[src/rtl/lvda_adapter.sv]
// LVDA data adapter: bit-serial PIO framing, 8-entry register file, console switch sync.
// Optional countdown timer / INTCV interrupt enabled by defining LVDA_INTERRUPT_TIMER_EN.
module lvda_adapter (
    input  logic SIM_CLK,
    input  logic SIM_RST,
    input  logic A1V,
    input  logic A2V,
    input  logic A3V,
    input  logic A4V,
    input  logic A5V,
    input  logic A6V,
    input  logic A7V,
    input  logic A8V,
    input  logic A9V,
    input  logic PIOV,
    input  logic PBVN,
    input  logic WDA,
    input  logic XDA,
    input  logic YDA,
    input  logic ZDA,
    input  logic AI3V,
    input  logic TRSV,
    input  logic G5VN,
    input  logic BO1N,
    input  logic CST,
    input  logic HLT,
    input  logic TE1H,
    output logic DATAV,
    output logic CSTN,
    output logic HALTV,
    output logic INTCV
);

    localparam int unsigned WORD_W   = 26;
    localparam int unsigned SHIFT_W  = WORD_W + 1;
    localparam int unsigned CNT_W    = 5;
    localparam int unsigned ADDR_W   = 9;
    localparam int unsigned NUM_REGS = 8;
    localparam int unsigned SEL_W    = 5;

    localparam logic [CNT_W-1:0] FRAME_LEN = CNT_W'(SHIFT_W);
    localparam logic [SEL_W-1:0] SEL_REGS  = SEL_W'(0);
    localparam logic [SEL_W-1:0] SEL_TIMER = SEL_W'(1);

    logic [ADDR_W-1:0] addr_in_c;
    logic              tick_c;
    logic              start_c;
    logic              end_c;
    logic              commit_c;
    logic [WORD_W-1:0] rdata_c;

    logic                 wda_q, wda_d;
    logic                 pbvn_tick_q, pbvn_tick_d;
    logic [CNT_W-1:0]     cnt_q, cnt_d;
    logic                 active_q, active_d;
    logic [ADDR_W-1:0]    addr_q, addr_d;
    logic                 pio_q, pio_d;
    logic [SHIFT_W-1:0]   shift_q, shift_d;
    logic [WORD_W-1:0]    regs_q [NUM_REGS];
    logic [WORD_W-1:0]    regs_d [NUM_REGS];
    logic                 datav_q, datav_d;
    logic                 halt_s1_q, halt_s1_d;
    logic                 halt_s2_q, halt_s2_d;
    logic                 cst_s1_q, cst_s1_d;
    logic                 cst_s2_q, cst_s2_d;
`ifdef LVDA_INTERRUPT_TIMER_EN
    logic [WORD_W-1:0]    timer_q, timer_d;
    logic                 intcv_q, intcv_d;
`endif

    // XDA/YDA/ZDA carry no information for this side; shift MSB is only observed via DATAV.
    logic unused_c;
`ifdef LVDA_INTERRUPT_TIMER_EN
    assign unused_c = ^{XDA, YDA, ZDA, shift_q[SHIFT_W-1]};
`else
    assign unused_c = ^{XDA, YDA, ZDA, BO1N, shift_q[SHIFT_W-1]};
`endif

    assign addr_in_c = {A9V, A8V, A7V, A6V, A5V, A4V, A3V, A2V, A1V};

    always_comb begin
        tick_c   = WDA & ~wda_q;
        start_c  = tick_c & ~PBVN & pbvn_tick_q;
        end_c    = tick_c & active_q & (cnt_q == '0);
        commit_c = end_c & pio_q & addr_q[ADDR_W-1] & TRSV;

        // Read data for an input op is taken from the live address lines at frame start.
        rdata_c = '0;
        if (addr_in_c[7:3] == SEL_REGS) begin
            rdata_c = regs_q[addr_in_c[2:0]];
        end
`ifdef LVDA_INTERRUPT_TIMER_EN
        else if (addr_in_c[7:3] == SEL_TIMER) begin
            rdata_c = timer_q;
        end
`endif

        wda_d       = WDA;
        pbvn_tick_d = tick_c ? PBVN : pbvn_tick_q;
        cnt_d       = cnt_q;
        active_d    = active_q;
        addr_d      = addr_q;
        pio_d       = pio_q;
        shift_d     = shift_q;
        regs_d      = regs_q;

        if (end_c) begin
            active_d = 1'b0;
        end
        if (commit_c && (addr_q[7:3] == SEL_REGS)) begin
            regs_d[addr_q[2:0]] = shift_q[WORD_W-1:0];
        end

        // A new frame marker always restarts framing, abandoning any frame in flight.
        if (start_c) begin
            addr_d   = addr_in_c;
            pio_d    = PIOV;
            cnt_d    = FRAME_LEN;
            active_d = 1'b1;
            shift_d  = addr_in_c[ADDR_W-1] ? '0 : {rdata_c, 1'b0};
        end else if (tick_c && active_q && (cnt_q != '0)) begin
            cnt_d = cnt_q - CNT_W'(1);
            if (cnt_q < FRAME_LEN) begin
                shift_d = {shift_q[SHIFT_W-2:0], addr_q[ADDR_W-1] & AI3V};
            end
        end

`ifdef LVDA_INTERRUPT_TIMER_EN
        timer_d = timer_q;
        intcv_d = intcv_q;
        if (commit_c && (addr_q[7:3] == SEL_TIMER)) begin
            timer_d = shift_q[WORD_W-1:0];
        end else if (tick_c && (timer_q != '0)) begin
            timer_d = timer_q - WORD_W'(1);
            if (timer_q == WORD_W'(1)) begin
                intcv_d = 1'b1;
            end
        end
        if (!BO1N) begin
            intcv_d = 1'b0;
        end
`endif

        datav_d   = G5VN ? 1'b0 : (TE1H ? AI3V : shift_d[SHIFT_W-1]);
        halt_s1_d = HLT;
        halt_s2_d = halt_s1_q;
        cst_s1_d  = ~CST;
        cst_s2_d  = cst_s1_q;
    end

    always_ff @(posedge SIM_CLK) begin
        if (!SIM_RST) begin
            wda_q       <= 1'b0;
            pbvn_tick_q <= 1'b1;
            cnt_q       <= '0;
            active_q    <= 1'b0;
            addr_q      <= '0;
            pio_q       <= 1'b0;
            shift_q     <= '0;
            regs_q      <= '{default: '0};
            datav_q     <= 1'b0;
            halt_s1_q   <= 1'b1;
            halt_s2_q   <= 1'b1;
            cst_s1_q    <= 1'b1;
            cst_s2_q    <= 1'b1;
`ifdef LVDA_INTERRUPT_TIMER_EN
            timer_q     <= '0;
            intcv_q     <= 1'b0;
`endif
        end else begin
            wda_q       <= wda_d;
            pbvn_tick_q <= pbvn_tick_d;
            cnt_q       <= cnt_d;
            active_q    <= active_d;
            addr_q      <= addr_d;
            pio_q       <= pio_d;
            shift_q     <= shift_d;
            regs_q      <= regs_d;
            datav_q     <= datav_d;
            halt_s1_q   <= halt_s1_d;
            halt_s2_q   <= halt_s2_d;
            cst_s1_q    <= cst_s1_d;
            cst_s2_q    <= cst_s2_d;
`ifdef LVDA_INTERRUPT_TIMER_EN
            timer_q     <= timer_d;
            intcv_q     <= intcv_d;
`endif
        end
    end

    assign DATAV = datav_q;
    assign HALTV = halt_s2_q;
    assign CSTN  = cst_s2_q;
`ifdef LVDA_INTERRUPT_TIMER_EN
    assign INTCV = intcv_q;
`else
    assign INTCV = 1'b0;
`endif

endmodule

[config.mk]
export PLATFORM = sky130hd
export DESIGN_NAME = lvda_adapter
export DESIGN_NICKNAME = d
export VERILOG_FILES = /design/src/rtl/lvda_adapter.sv
export SDC_FILE = /design/constraint.sdc
export NUM_CORES = 1
export LEC_CHECK = 0
export BUFFER_PORTS_ARGS = -buffer_cell sky130_fd_sc_hd__buf_2
export CORE_MARGIN = 1
export CORE_UTILIZATION = 55
export CTS_BUF_LIST = sky130_fd_sc_hd__clkbuf_16
export DETAILED_ROUTE_END_ITERATION = 6
export GPL_TIMING_DRIVEN = 0
export HOLD_SLACK_MARGIN = 0.08
export PLACE_DENSITY = 0.82
export SLEW_MARGIN = 20
export SYNTH_ARGS = -nofsm -noshare
export SYNTH_HDL_FRONTEND = slang
export SYNTH_SLANG_ARGS = --single-unit
[constraint.sdc]
create_clock -name SIM_CLK -period 1.7 [get_ports SIM_CLK]
set_input_delay 0.34 -clock SIM_CLK [delete_from_list [all_inputs] [get_ports SIM_CLK]]
set_output_delay 0.34 -clock SIM_CLK [all_outputs]
set_load 0.005 [all_outputs]
**Word level (Yosys, flattened, before mapping)**

Index checks and enable logic that the tools add are counted.

- Input port bits: 24
- Flip-flop bits (word level): 258
- Logic and storage cells: 72
- Output and inout port bits: 4

- Reductions and logical operators: 14
- Add/subtract/negate cells: 1
- Bitwise gates (word level): 15
- $lt $le $gt $ge: 4
- Multiplexer cells: 16

Operators with widths:

| operator | count |
|---|---|
| $bwmux W208 | 1 |
| $mux W27 | 4 |
| $mux W26 | 4 |
| $bmux W26 S3 | 1 |
| $demux W26 S3 | 1 |
| $logic_not A5 Y1 | 3 |
| $mux W5 | 2 |
| $and A1 B1 Y1 | 9 |
| $ge A4 B4 Y1 const B | 2 |
| $not A3 Y4 | 2 |
| $reduce_bool A2 Y1 | 3 |
| $lt A5 B5 Y1 const B | 1 |
| $reduce_bool A5 Y1 | 1 |
| $sub A5 B1 Y5 const B | 1 |
| $logic_and A1 B1 Y1 | 4 |
| $lt A4 B1 Y1 const B | 1 |
| $not A1 Y1 | 4 |
| $reduce_or A2 Y1 | 2 |
| $mux W1 | 3 |
| $reduce_and A2 Y1 | 1 |

**Longest topological paths before layout**

- Word-level depth: 8
- Mapped depth: 9
- Mapped depth without buffers: 6

**Worst setup path after synthesis**

Ideal clock, no wire load.

- Path kind: register to register
- From: reg cnt_q[0]
- To: reg shift_q[0]
- Slack: -200 ps
- Library setup time: 70 ps
- Cell stages (with the launch flop): 8
- Required time: 1,630 ps
- Data arrival time: 1,830 ps
- Clock period less this slack: 1,900 ps
- Buffers on the path: 1
- Cell sequence: dfxtp_1 -> inv_1 -> ha_1 -> nor4b_2 -> a311oi_2 -> clkbuf_1 -> nand3_1 -> a21oi_1

- Word-level cells in the longest chain between the ends: 4
- Elaborated cells between the ends (all ways): 6
- Those cells by class: order compare: 1; reduce/logical: 5

RTL lines:

| item | line | source |
|---|---|---|
| start, declared | 54 | `logic [CNT_W-1:0] cnt_q, cnt_d;` |
| start signal, assigned | 173 | `cnt_q <= cnt_d;` |
| parallel branches: the longest is 3 deep, another holds $lt A5 B5 Y1 | - |  |
| $reduce_and A2 Y1 (no source line) (*) | - |  |
| end signal, assigned | 177 | `shift_q <= shift_d;` |
| end, declared | 58 | `logic [SHIFT_W-1:0] shift_q, shift_d;` |

Every way passes the cells marked *.
A chain may end at the register's enable or synchronous reset.

**Worst setup path in the final report**

- From: reg cnt_q[1]
- To: reg regs_q[157] in the netlist's numbering

- Word-level cells in the longest chain between the ends: 6

RTL lines:

| item | line | source |
|---|---|---|
| $logic_not A5 Y1 | 84 | `end_c = tick_c & active_q & (cnt_q == '0);` |
| $and A1 B1 Y1 | 84 |  |
| $and A1 B1 Y1 (3 in a row) | 85 | `commit_c = end_c & pio_q & addr_q[ADDR_W-1] & TRSV;` |
| $logic_and A1 B1 Y1 | 110 | `if (commit_c && (addr_q[7:3] == SEL_REGS)) begin` |
| end signal, assigned | 178 | `regs_q <= regs_d;` |
| end, declared | 59 | `logic [WORD_W-1:0] regs_q [NUM_REGS];` |

Every way passes these cells.

==> impl.org <==
** Clock network
- Max clock buf depth :: 3
- Clock tree synthesis selected as its root buffer the cell sky130_fd_sc_hd__clkbuf_16.
- Clock tree synthesis inserted a total of 26 buffers.
- CTS tree :: yes
- After clock tree synthesis, the clock-pin slew on the worst setup and hold paths is approximately 60 ps.
- CTS H-tree lvls :: 1
- For the worst-skew pair, the clock arrives at the later sink with an insertion delay of 540 ps.
- CTS sink cnt :: 258

** Floorplanning
- Floorplan die area :: 21,340 um^2
- Placeable core region :: 20,300 um^2
- Initial standard-cell utilization of the core :: 0.5624
- DIE HEIGHT :: 146.1 um
- The die is 146.1 um wide.
- The floorplan has 52 rows.
- In this run the count of I/O pins placed on the die edge is 28.

** Synth
- Cell area after synthesis :: 11,420 um^2
- Of the post-synthesis cell area, the dominant cell type holds 0.4524.
- Xor/xnor share of the synthesized area :: 0.002301
- Post-Syn Nets :: 1,127
- For this run, asynchronously set or reset flops after synthesis account for 0.
- Of the total synthesized cell area, the portion taken by full adders, half adders and majority gates is 0.001096.
- In the synthesized netlist the dominant register cell turns out to be sky130_fd_sc_hd__dfxtp_1.
- After technology mapping, the gate count stands at 1,102.
- Top cells by count, synth :: sky130_fd_sc_hd__mux2i_1 (264), sky130_fd_sc_hd__nand2_1 (263), sky130_fd_sc_hd__dfxtp_1 (258)
- After synthesis, the share of cell area in mux cells is 0.2818.
- EDFF count, synth :: 0
- The Yosys step of the flow raised 0 warnings.
- Counting flops and latches in the post-synthesis netlist gives ~260.
- The biggest area contributor in the post-synthesis netlist is sky130_fd_sc_hd__dfxtp_1.
- The share of the Yosys chip area taken by registers is 0.4524.
- Synth Area in Compound Gates :: 0.08647
- In the post-synthesis netlist, the biggest area contributors are sky130_fd_sc_hd__dfxtp_1 (45%), sky130_fd_sc_hd__mux2i_1 (23%), sky130_fd_sc_hd__nand2_1 (8.6%), sky130_fd_sc_hd__mux4_2 (4.9%), sky130_fd_sc_hd__a22oi_1 (1.8%).
- Simple logic cell fraction of the synthesized area :: 0.1176
- After synthesis, the mean cell area works out to ~10 um^2.
- Among all cell types in the netlist, the one instantiated most often is sky130_fd_sc_hd__mux2i_1.
- By area, the combinational part of the netlist is dominated by multiplexers.
- In this run, distinct cell masters in the synthesized netlist total 48.

** Drt
- After the first detailed-routing iteration, the DRC count stood at 1,209.
- Post-DR vias/cell :: 6.450
- Number of detailed-route iterations in the first pass :: 7
- The detail route stage leaves a number of antenna-violating nets equal to 0.
- In the final routed layout, each cell accounts on average for 24.20 um.
- Detailed routing inserted a total of about 9,600 vias.
- Remaining DRCs :: 0
- For this block, the routed nets add up to roughly 36 mm of wire.

** Worst setup path
- The setup path with the least slack is of type register to register.
- Critical Path Source Type :: register
- Crit path arrival time :: 2650 ps
- In this run the worst path has a maximum fanout of 9.
- Critical Path RT :: 2130 ps
- STA classifies the critical path endpoint as a register.

** Place
- Final GP Congestion :: approximately 0.83
- HPWL reported at the end of detailed placement :: 19.60 mm
- Pre-CTS worst setup slack :: -693.4 ps
- IO Port Bufs :: 19
- In this run, placement finished with an instance count of 1,391.

** GRT
- The first global-routing pass estimated a little under 50 mm of wire.
- Initial antenna violation count :: 0
- Entering global routing, the biggest net connects 15 pins.
- The total overflow left after global routing is 0.
- For this run, the total global-route usage over all layers was measured as 0.2922.
- Number of global-route vias before repair :: 9,152

** Finish
- For this run, the post-layout net count is 1,232.
- Final Non-Filler Cells :: between 1,000 and 1,500
- Relative to the synthesized area, the layout overhead comes to 23.48%.
- Summing all multi-input logic gate instances after layout gives ~6100 um^2.
- Sequential cell area :: between 5000 and 6000 um^2
- Fillcell total :: roughly 1,300
- 0 antenna diodes ended up in the layout.
- Ratio of cells with drive above 1 in the final layout :: 0.1989

** STA
- Worst setup skew after layout :: 19.38 ps
- Dividing the final minimum period by the clock period gives 1.305.
- The number of hold violations in the final report is 0.
- Maximum achievable frequency :: around 450 MHz
- Time the worst path needs with I/O delays and setup :: 2219 ps
- Final count of pins violating max slew :: 0
- In the post-route analysis, the smallest setup slack over all paths is -518.6 ps.
- Final Setup Violations :: 237
- Setup repair after global routing could not meet its margin everywhere.
- Actual slew at the worst max-slew pin :: around 1300 ps
- The worst pin sits at a relative slew slack of 0.1489.
- Worst hold slack after final layout :: 103.1 ps

** Min path
- Hold WC Path Type :: input port to register

** Outcome
- The run finished, with violations left.
- Violated checks :: negative setup slack

** Power
- Max VDD drop :: 0.0007737 V
- In this run the power density over the cells is 939.4 nW/um^2.
- For this design the static power due to leakage is 4.945 nW.

** Job
- Across the run, the number of max-cap violations was 0.
placed cells by master, fill, tap and decap left out, drive strengths merged, types with 22 or more instances in the layout:
| cell | Yosys | layout |
|---|---|---|
| o21ai | 22 | 22 |
| mux2i | 264 | 264 |
| a21oi | 27 | 27 |
| clkbuf | 50 | 84 |
| a22oi | 27 | 27 |
| o31ai | 26 | 26 |
| buf | 41 | 102 |
| dfxtp | 258 | 258 |
| mux4 | 25 | 25 |
| nand2 | 263 | 263 |
cell families (layout without fill, tap and decap cells):
| group | after synthesis | count (layout) |
|---|---|---|
| simple gates | 309 | 309 |
| mux | 290 | 290 |
| flops | 258 | 258 |
| compound gates | 146 | 146 |
| buf+inv | 94 | 214 |
| xor+xnor | 3 | 3 |
| fa+ha+maj | 1 | 1 |
| other cells | 1 | 1 |
metrics by stage:
| stage | setup TNS, ps | util | power, mW | cell area (um^2) |
|---|---|---|---|---|
| after detailed placement | -80500 | 0.5880 | 7.041 | 11940 |
| after floorplan | -28790 | - | 6.788 | 11500 |
| after global routing | -90160 | 0.6945 | 13.50 | 14100 |
| after CTS | -62020 | 0.6622 | 13.02 | 13440 |
| final | -81020 | 0.6945 | 13.24 | 14100 |
| after global placement | -70810 | 0.5880 | 7.023 | 11940 |
repair_timing:
item	in CTS	in global routing
setup endpoints to repair	250	247
endpoints found under the hold margin	8	0
pin swaps	6	2
resized for setup	63	69
hold buffers	9	0
buffers inserted	25	17
gates cloned	2	9
path summary, 6_finish.rpt:
check             cells after the start                   from  slack [ps]                        to
hold reg to reg                       1   halt_s1_q$_SDFF_PN1_         420          HALTV$_SDFF_PN1_
setup / recovery                      9  cnt_q[1]$_SDFFE_PN0P_        -520  regs_q[157]$_SDFFE_PN0P_
setup reg to reg                      9  cnt_q[1]$_SDFFE_PN0P_        -520  regs_q[157]$_SDFFE_PN0P_
hold / removal                        3                   AI3V         100   shift_q[0]$_SDFFE_PN0P_
power breakdown:
part / switching [mW] / total [mW] / internal [mW]
combinational: 0.644 / 1.01 / 0.369
clock: 2.41 / 6.01 / 3.60
sequential: 0.103 / 6.22 / 6.12
metal layers:
layer  track usage  routed length (um)  vias up
met2        0.4976               16750      685
met3       0.04750                3612      212
met4        0.1286                2360        0
li1              -                   -     4093
met1        0.3661               13390     4633
met5             0                   0        -
critical path, stage by stage (launching register included):
cell and delay [ps]:
sky130_fd_sc_hd__dfxtp_2 330, sky130_fd_sc_hd__inv_2 80, sky130_fd_sc_hd__ha_4 150, sky130_fd_sc_hd__nand2b_4 50
sky130_fd_sc_hd__or4_4 490, sky130_fd_sc_hd__buf_12 180, sky130_fd_sc_hd__nor3_4 140, sky130_fd_sc_hd__buf_6 220
sky130_fd_sc_hd__buf_6 160, sky130_fd_sc_hd__mux2i_1 300
state kept, by name (all words and copies together), names as in the netlist:
name / count
regs_q: 208
shift_q: 27
addr_q: 9
cnt_q: 5
CSTN: 1
DATAV: 1
HALTV: 1
active_q: 1
cst_s1_q: 1
halt_s1_q: 1
pbvn_tick_q: 1
pio_q: 1
wda_q: 1
final cells by class:
type / count / share of cell area
plain buffers: 90 / 0.05556
clock buffers: 27 / 0.04792
clock inverters: 16 / 0.01402
inverters: 3 / 0.0007987
multi-input cells: 750 / 0.4351
flip-flops and latches: 258 / 0.3666
well taps: 270 / 0.02396
repair buffers: 78 / 0.05600
Note: power is estimated with default switching activity, not from simulation.
